<file path="src/rtl/vout_frame_reader.sv">
`default_nettype none
// ============================================================================
// Module      : vout_frame_reader
// Description : Video playback engine. Streams a stored frame from the frame
//               SRAM at one pixel per llc cycle and emits HREF/VREF/YUV
//               toward the video encoder. Host programs base and enable.
// Revision    : 1.0 - initial release
// ============================================================================
module vout_frame_reader #(
    parameter int H_ACTIVE = 720,
    parameter int H_TOTAL  = 864,
    parameter int V_ACTIVE = 288,
    parameter int V_TOTAL  = 312
) (
    input  logic        llc,
    input  logic        rst_n,
    input  logic        cfg_we,
    input  logic [1:0]  cfg_addr,
    input  logic [7:0]  cfg_data,
    input  logic [7:0]  sramData,
    output logic [18:0] sramAdr,
    output logic        sram_oe_n,
    output logic        HREF_o,
    output logic        VREF_o,
    output logic [7:0]  YUV_o,
    output logic        frame_done
);

    localparam int c_HW = (H_TOTAL > 1) ? $clog2(H_TOTAL) : 1;
    localparam int c_VW = (V_TOTAL > 1) ? $clog2(V_TOTAL) : 1;

    localparam logic [c_HW-1:0] c_H_LAST     = c_HW'(H_TOTAL - 1);
    localparam logic [c_HW-1:0] c_H_ACT      = c_HW'(H_ACTIVE);
    localparam logic [c_HW-1:0] c_H_ACT_LAST = c_HW'(H_ACTIVE - 1);
    localparam logic [c_VW-1:0] c_V_LAST     = c_VW'(V_TOTAL - 1);
    localparam logic [c_VW-1:0] c_V_ACT      = c_VW'(V_ACTIVE);
    localparam logic [c_VW-1:0] c_V_ACT_LAST = c_VW'(V_ACTIVE - 1);

    localparam logic [7:0] c_BLANK_EVEN = 8'h80;
    localparam logic [7:0] c_BLANK_ODD  = 8'h10;

    // Host-visible registers and the per-frame base shadow
    logic [18:0]     r_base;
    logic            r_en;
    logic [18:0]     r_shadow;

    // Raster counters and read pointer
    logic [c_HW-1:0] r_hcnt;
    logic [c_VW-1:0] r_vcnt;
    logic [18:0]     r_rptr;

    // Pipeline stage 1 (address cycle flags) and stage 2 (data sampled)
    logic            r_act1, r_vref1, r_fd1, r_hb1;
    logic            r_act2, r_vref2, r_fd2, r_hb2;
    logic [7:0]      r_data;

    logic            w_wr_b0, w_wr_b1, w_wr_b2, w_wr_ctrl;
    logic [18:0]     w_base_next;
    logic            w_en_next;
    logic            w_en_rise;
    logic            w_run;
    logic            w_v_act;
    logic            w_active;
    logic            w_frame_start;
    logic            w_frame_wrap;
    logic            w_last_pix;
    logic            w_h_wrap;
    logic [18:0]     w_ptr;

    assign w_wr_b0   = cfg_we && (cfg_addr == 2'd0);
    assign w_wr_b1   = cfg_we && (cfg_addr == 2'd1);
    assign w_wr_b2   = cfg_we && (cfg_addr == 2'd2);
    assign w_wr_ctrl = cfg_we && (cfg_addr == 2'd3);

    // A same-cycle base write is visible to the shadow copy (write wins)
    assign w_base_next = {w_wr_b2 ? cfg_data[2:0] : r_base[18:16],
                          w_wr_b1 ? cfg_data      : r_base[15:8],
                          w_wr_b0 ? cfg_data      : r_base[7:0]};

    assign w_en_next = w_wr_ctrl ? cfg_data[0] : r_en;
    assign w_en_rise = w_en_next && !r_en;
    // Raster advances only when enabled now and not being disabled this edge
    assign w_run     = r_en && w_en_next;

    assign w_v_act       = (r_vcnt < c_V_ACT);
    assign w_active      = (r_hcnt < c_H_ACT) && w_v_act;
    assign w_h_wrap      = (r_hcnt == c_H_LAST);
    assign w_frame_start = (r_hcnt == '0) && (r_vcnt == '0);
    assign w_frame_wrap  = w_h_wrap && (r_vcnt == c_V_LAST);
    assign w_last_pix    = (r_hcnt == c_H_ACT_LAST) && (r_vcnt == c_V_ACT_LAST);
    // Pointer reloads from the shadow at frame start before the address issue
    assign w_ptr         = w_frame_start ? r_shadow : r_rptr;

    // Host register port and base shadow capture
    always_ff @(posedge llc or negedge rst_n) begin
        if (!rst_n) begin
            r_base   <= '0;
            r_en     <= 1'b0;
            r_shadow <= '0;
        end else begin
            r_base <= w_base_next;
            r_en   <= w_en_next;
            if (w_en_rise || (w_run && w_frame_wrap)) begin
                r_shadow <= w_base_next;
            end
        end
    end

    // Stage 0: raster counters, SRAM address issue and stage-1 flags
    always_ff @(posedge llc or negedge rst_n) begin
        if (!rst_n) begin
            r_hcnt    <= '0;
            r_vcnt    <= '0;
            r_rptr    <= '0;
            sramAdr   <= '0;
            sram_oe_n <= 1'b1;
            r_act1    <= 1'b0;
            r_vref1   <= 1'b0;
            r_fd1     <= 1'b0;
            r_hb1     <= 1'b0;
        end else if (!w_run) begin
            r_hcnt    <= '0;
            r_vcnt    <= '0;
            r_rptr    <= '0;
            sramAdr   <= '0;
            sram_oe_n <= 1'b1;
            r_act1    <= 1'b0;
            r_vref1   <= 1'b0;
            r_fd1     <= 1'b0;
            r_hb1     <= 1'b0;
        end else begin
            if (w_h_wrap) begin
                r_hcnt <= '0;
                r_vcnt <= (r_vcnt == c_V_LAST) ? '0 : r_vcnt + c_VW'(1);
            end else begin
                r_hcnt <= r_hcnt + c_HW'(1);
            end
            if (w_active) begin
                sramAdr <= w_ptr;
                r_rptr  <= w_ptr + 19'd1;
            end
            sram_oe_n <= !w_active;
            r_act1    <= w_active;
            r_vref1   <= w_v_act;
            r_fd1     <= w_last_pix;
            r_hb1     <= r_hcnt[0];
        end
    end

    // Stages 1 and 2: sample SRAM data, then drive the registered raster
    always_ff @(posedge llc or negedge rst_n) begin
        if (!rst_n) begin
            r_data     <= '0;
            r_act2     <= 1'b0;
            r_vref2    <= 1'b0;
            r_fd2      <= 1'b0;
            r_hb2      <= 1'b0;
            YUV_o      <= c_BLANK_EVEN;
            HREF_o     <= 1'b0;
            VREF_o     <= 1'b0;
            frame_done <= 1'b0;
        end else if (!w_run) begin
            r_data     <= '0;
            r_act2     <= 1'b0;
            r_vref2    <= 1'b0;
            r_fd2      <= 1'b0;
            r_hb2      <= 1'b0;
            YUV_o      <= c_BLANK_EVEN;
            HREF_o     <= 1'b0;
            VREF_o     <= 1'b0;
            frame_done <= 1'b0;
        end else begin
            r_data     <= sramData;
            r_act2     <= r_act1;
            r_vref2    <= r_vref1;
            r_fd2      <= r_fd1;
            r_hb2      <= r_hb1;
            YUV_o      <= r_act2 ? r_data : (r_hb2 ? c_BLANK_ODD : c_BLANK_EVEN);
            HREF_o     <= r_act2;
            VREF_o     <= r_vref2;
            frame_done <= r_fd2;
        end
    end

endmodule
`default_nettype wire

</file>
<file path="config.mk">
export PLATFORM = sky130hd
export DESIGN_NAME = vout_frame_reader
export DESIGN_NICKNAME = d
export VERILOG_FILES = /design/src/rtl/vout_frame_reader.sv
export SDC_FILE = /design/constraint.sdc
export NUM_CORES = 1
export LEC_CHECK = 0
export ABC_AREA = 1
export CORE_MARGIN = 2
export CORE_UTILIZATION = 30
export CTS_BUF_LIST = sky130_fd_sc_hd__clkbuf_4 sky130_fd_sc_hd__clkbuf_8 sky130_fd_sc_hd__clkbuf_16
export DETAILED_ROUTE_END_ITERATION = 12
export PLACE_DENSITY = 0.48
export SLEW_MARGIN = 25
export SYNTH_ARGS = -nofsm -noshare
export SYNTH_HDL_FRONTEND = slang
export SYNTH_SLANG_ARGS = --single-unit
</file>
<file path="constraint.sdc">
create_clock -name llc -period 2.3 [get_ports llc]
set_input_delay 0.46 -clock llc [delete_from_list [all_inputs] [get_ports llc]]
set_output_delay 0.46 -clock llc [all_outputs]
set_load 0.01 [all_outputs]
</file>
==> out/metrics.csv <==
stage,metric,value,unit
drt,wl_per_cell,13.5,um
layout,final_layout_size_suffix_gt1_share,26.9,%
layout,sequential_cell_area,3110,um2
place,post_dp_cell_area,6960,um2
floorplanning,die_area,20600,um2
synth,synthesized_nets,683,
place,final_estimated_routing_congestion_in_global_placement,0.816,
setup_path,cp_data_required_time,2.60,ns
sta,fin_crit_sh,97.6,%
global_route,wire_length_of_the_first_global_routing_pass,22.6,mm
setup_path,critical_path_arrival,2.54,ns
layout,insertedDiodeCount,0,
synth,synthesis.yosys.warnings,0,
layout,layout_cells_excl_fill,1048,
setup_path,critPathMaxFanout,8,
place,numPortBuffers,51,
clock_tree,clock_tree_from_tritoncts,built,
sta,timing.final.ws_setup,0.0557,ns
power,seqPwrFrac,33.1,%
drt,post-route-drc-count,0,
setup_path,category_of_the_worst_setup_path_launch_point,flop,
power,power.switching_fraction,34.3,%
synth,synth_cell_types,44,
global_route,globalRouteOverflowTotal,0,
place,post-place-cells,996,
clock_tree,cts_made_buffers,17,
sta,post_route_setup_tns,0,ns
power,power.leakage,3.70,nW
sta,final_max_slew_viol_count,0,
global_route,grt_usage,14.2,%
floorplanning,die-height,143,um
synth,ys_seq_elements,124,
sta,setup_repair_after_global_routing_missed_its_margin,yes,
place,post-place-ws,-0.0310,ns
sta,finalSetupViolations,0,
setup_path,endpoint_kind,flop,
drt,route.vias.total,4671,
layout,final_design_area_no_fill,7980,um2
synth,post_synth_main_area_contributors,"dfrtp_1, nand2_1, inv_1",
synth,synth_enable_flop_cells,0,
sta,fin_worst_skew,0.00894,ns
floorplanning,ioPinCount,52,
power,pwr-share-comb,36.4,%
sta,finalHoldWorstSlack,0.0685,ns
sta,timing_worst_slew_pin_value,0.655,ns
floorplanning,num_rows,51,
job,timing.max_cap.violations,0,
floorplanning,floorplan.die.width,143,um
synth,count_of_mapped_cells_out_of_synthesis,657,
run_status,run_status,finished clean,
drt,firstDrtPassIters,5,
floorplanning,starting_utilization_of_the_core_area,30.3,%
power,internal_power,6.15,mW
setup_path,critical_path_class,reg -> reg,
synth,synth_async_sr_flop_share,100,%
sta,fmax,0.446,GHz
global_route,grt_antenna_before_repair,0,
power,totalPowerFinal,9.37,mW
global_route,grt_max_degree,49,
clock_tree,clk_transition_reported_paths,0.06,ns
power,clock_power_share,30.4,%
drt,finalWirelength,14.2,mm
drt,first_iter_violations,266,
clock_tree,ctsRootBufferMaster,clkbuf_16,
synth,yosys_most_used_dff,dfrtp_1,
place,detailedPlacementHpwl,9.79,mm
power,vdd.ir_drop.worst,0.455,mV
global_route,grt_pass1_vias,4449,
synth,synth-seq-area-share,53.2,%
min_path,hold_path_class,in -> async,
drt,ant_nets,0,
layout,syn_to_final_growth,36.7,%
clock_tree,cts-htree-levels,4,
clock_tree,clk_sink_count,124,
power,power.switching,3.21,mW
synth,synth.avg_cell_area,8.88,um2
floorplanning,placeableCoreArea,19300,um2
synth,yosysTopAreaCellShare,52.3,%
synth,synth_top_area_cell,dfrtp_1,
clock_tree,worst_skew_pair.late_latency,0.42,ns
layout,finalCoreUtilization,41.4,%
layout,layout.filler_cells,1903,
sta,min_period,2.24,ns
synth,netlist_area,5840,um2
sta,relSlewSlack,56.3,%
power,p_per_cell_area,1170,nW/um2
layout,nNetsFinal,796,
drt,drt-vias-per-instance,4.46,
clock_tree,clock_path_buffers,2,
layout,footprint_of_the_multi_input_gates,2480,um2
sta,hold_viol_final,0,
[cell usage in the layout, fill, tap and decap left out, drive strengths merged, types with 2 or more instances in the layout]
master,n
clkinvlp,3
a22o,2
nor3,9
clkdlybuf4s50,50
nor4,3
clkinv,8
o211ai,5
nand2,171
xor2,2
a22oi,2
nor2,80
inv,88
bufinv,4
o21ai,52
dfrtp,122
clkbuf,20
buf,60
mux2,15
o21a,2
o22ai,2
nand3,48
dfstp,2
ha,5
nand4,10
a21oi,11
[final timing paths]
check                                              end  cells after the start  slack (ns)                 from
min in group llc                  frame_done$_DFF_PN0_                      2        0.47      r_fd2$_DFF_PN0_
worst max register to register  r_rptr[12]$_DFFE_PN0P_                     17        0.06  r_hcnt[0]$_DFF_PN0_
worst min register to register    frame_done$_DFF_PN0_                      2        0.47      r_fd2$_DFF_PN0_
worst min-delay path               r_hcnt[2]$_DFF_PN0_                      1        0.07                rst_n
worst max-delay path            r_rptr[12]$_DFFE_PN0P_                     17        0.06  r_hcnt[0]$_DFF_PN0_
max in group asynchronous           YUV_o[7]$_DFF_PN1_                      2        1.52                rst_n
[final cells by class]
type / count / share of cell area, %
Inverter: 89 / 4.22
Clock inverter: 14 / 2.41
Clock buffer: 18 / 5.50
Timing Repair Buffer: 112 / 13.7
Sequential cell: 124 / 38.9
Multi-Input combinational cell: 426 / 31.1
Tap cell: 265 / 4.16
[critical path, stage by stage (launching register included)]
cell and delay (ns):
dfrtp_1 0.40, inv_2 0.09, ha_4 0.13, inv_2 0.04
nor2_4 0.09, nand3_4 0.10, nor2_8 0.18, buf_12 0.14
buf_4 0.11, nand3_4 0.06, nand2_4 0.09, inv_4 0.06
nor2_4 0.11, nand2_2 0.07, nor2_4 0.22, nand2_1 0.10
nand3_2 0.07, nand3_1 0.07
[cells in the mapped netlist (3+ instances only)]
master	n
nand4_1	10
nand3_2	7
clkbuf_1	8
dfrtp_1	122
inv_2	14
nand2_2	15
nor3_1	8
nor2_2	13
a21oi_1	11
buf_4	3
nand3_4	3
o211ai_1	5
nor2_4	7
nor4_1	3
mux2_2	15
ha_1	5
o21ai_0	51
nand3_1	38
nand2_1	154
inv_1	72
nor2_1	58
[state kept, by name, summed over array words and instances (netlist names)]
register	cells
r_base	19
r_rptr	19
r_shadow	19
sramAdr	19
r_hcnt	10
r_vcnt	9
YUV_o	8
r_data	8
HREF_o	1
VREF_o	1
frame_done	1
r_act1	1
r_act2	1
r_en	1
r_fd1	1
r_fd2	1
r_hb1	1
r_hb2	1
r_vref1	1
r_vref2	1
sram_oe_n	1
[power groups by stage]
stage	Clock (mW)	Combinational, mW	Sequential (mW)
2_1_floorplan	0	1.74	3.10
3_3_place_gp	0	2.91	3.12
3_5_place_dp	0	2.93	3.12
4_1_cts	2.93	2.97	3.09
5_1_grt	3.02	3.76	3.17
6_report	2.85	3.41	3.10
[metal layers]
layer	GRT usage (%)	vias to the layer above	wire (um)
li1	-	2325	-
met1	21.1	2240	7170
met2	20.3	86	6230
met3	2.57	20	494
met4	5.99	0	260
met5	0	-	0
[repair_timing]
item | 4_1_cts | 5_1_grt
hold buffers | 0 | 0
buffers inserted | 0 | 18
cloned | 0 | 2
pin swaps | 2 | 25
gates resized for setup | 3 | 48
endpoints found under the setup margin | 5 | 30
[logic make-up (layout without fill, tap and decap cells)]
| logic type | Yosys count | in the layout | share of synthesized area (%) |
|---|---|---|---|
| AOI/OAI and AO/OA | 79 | 79 | 7.68 |
| xor gates and xnor gates | 3 | 3 | 0.450 |
| adders and majority gates | 5 | 5 | 1.07 |
| buffers and inverters | 107 | 233 | 7.61 |
| DFF | 124 | 124 | 53.2 |
| muxes | 16 | 16 | 3.07 |
| and+or+nand+nor | 323 | 323 | 26.9 |
No activity file was read; power rests on OpenSTA's default activity.
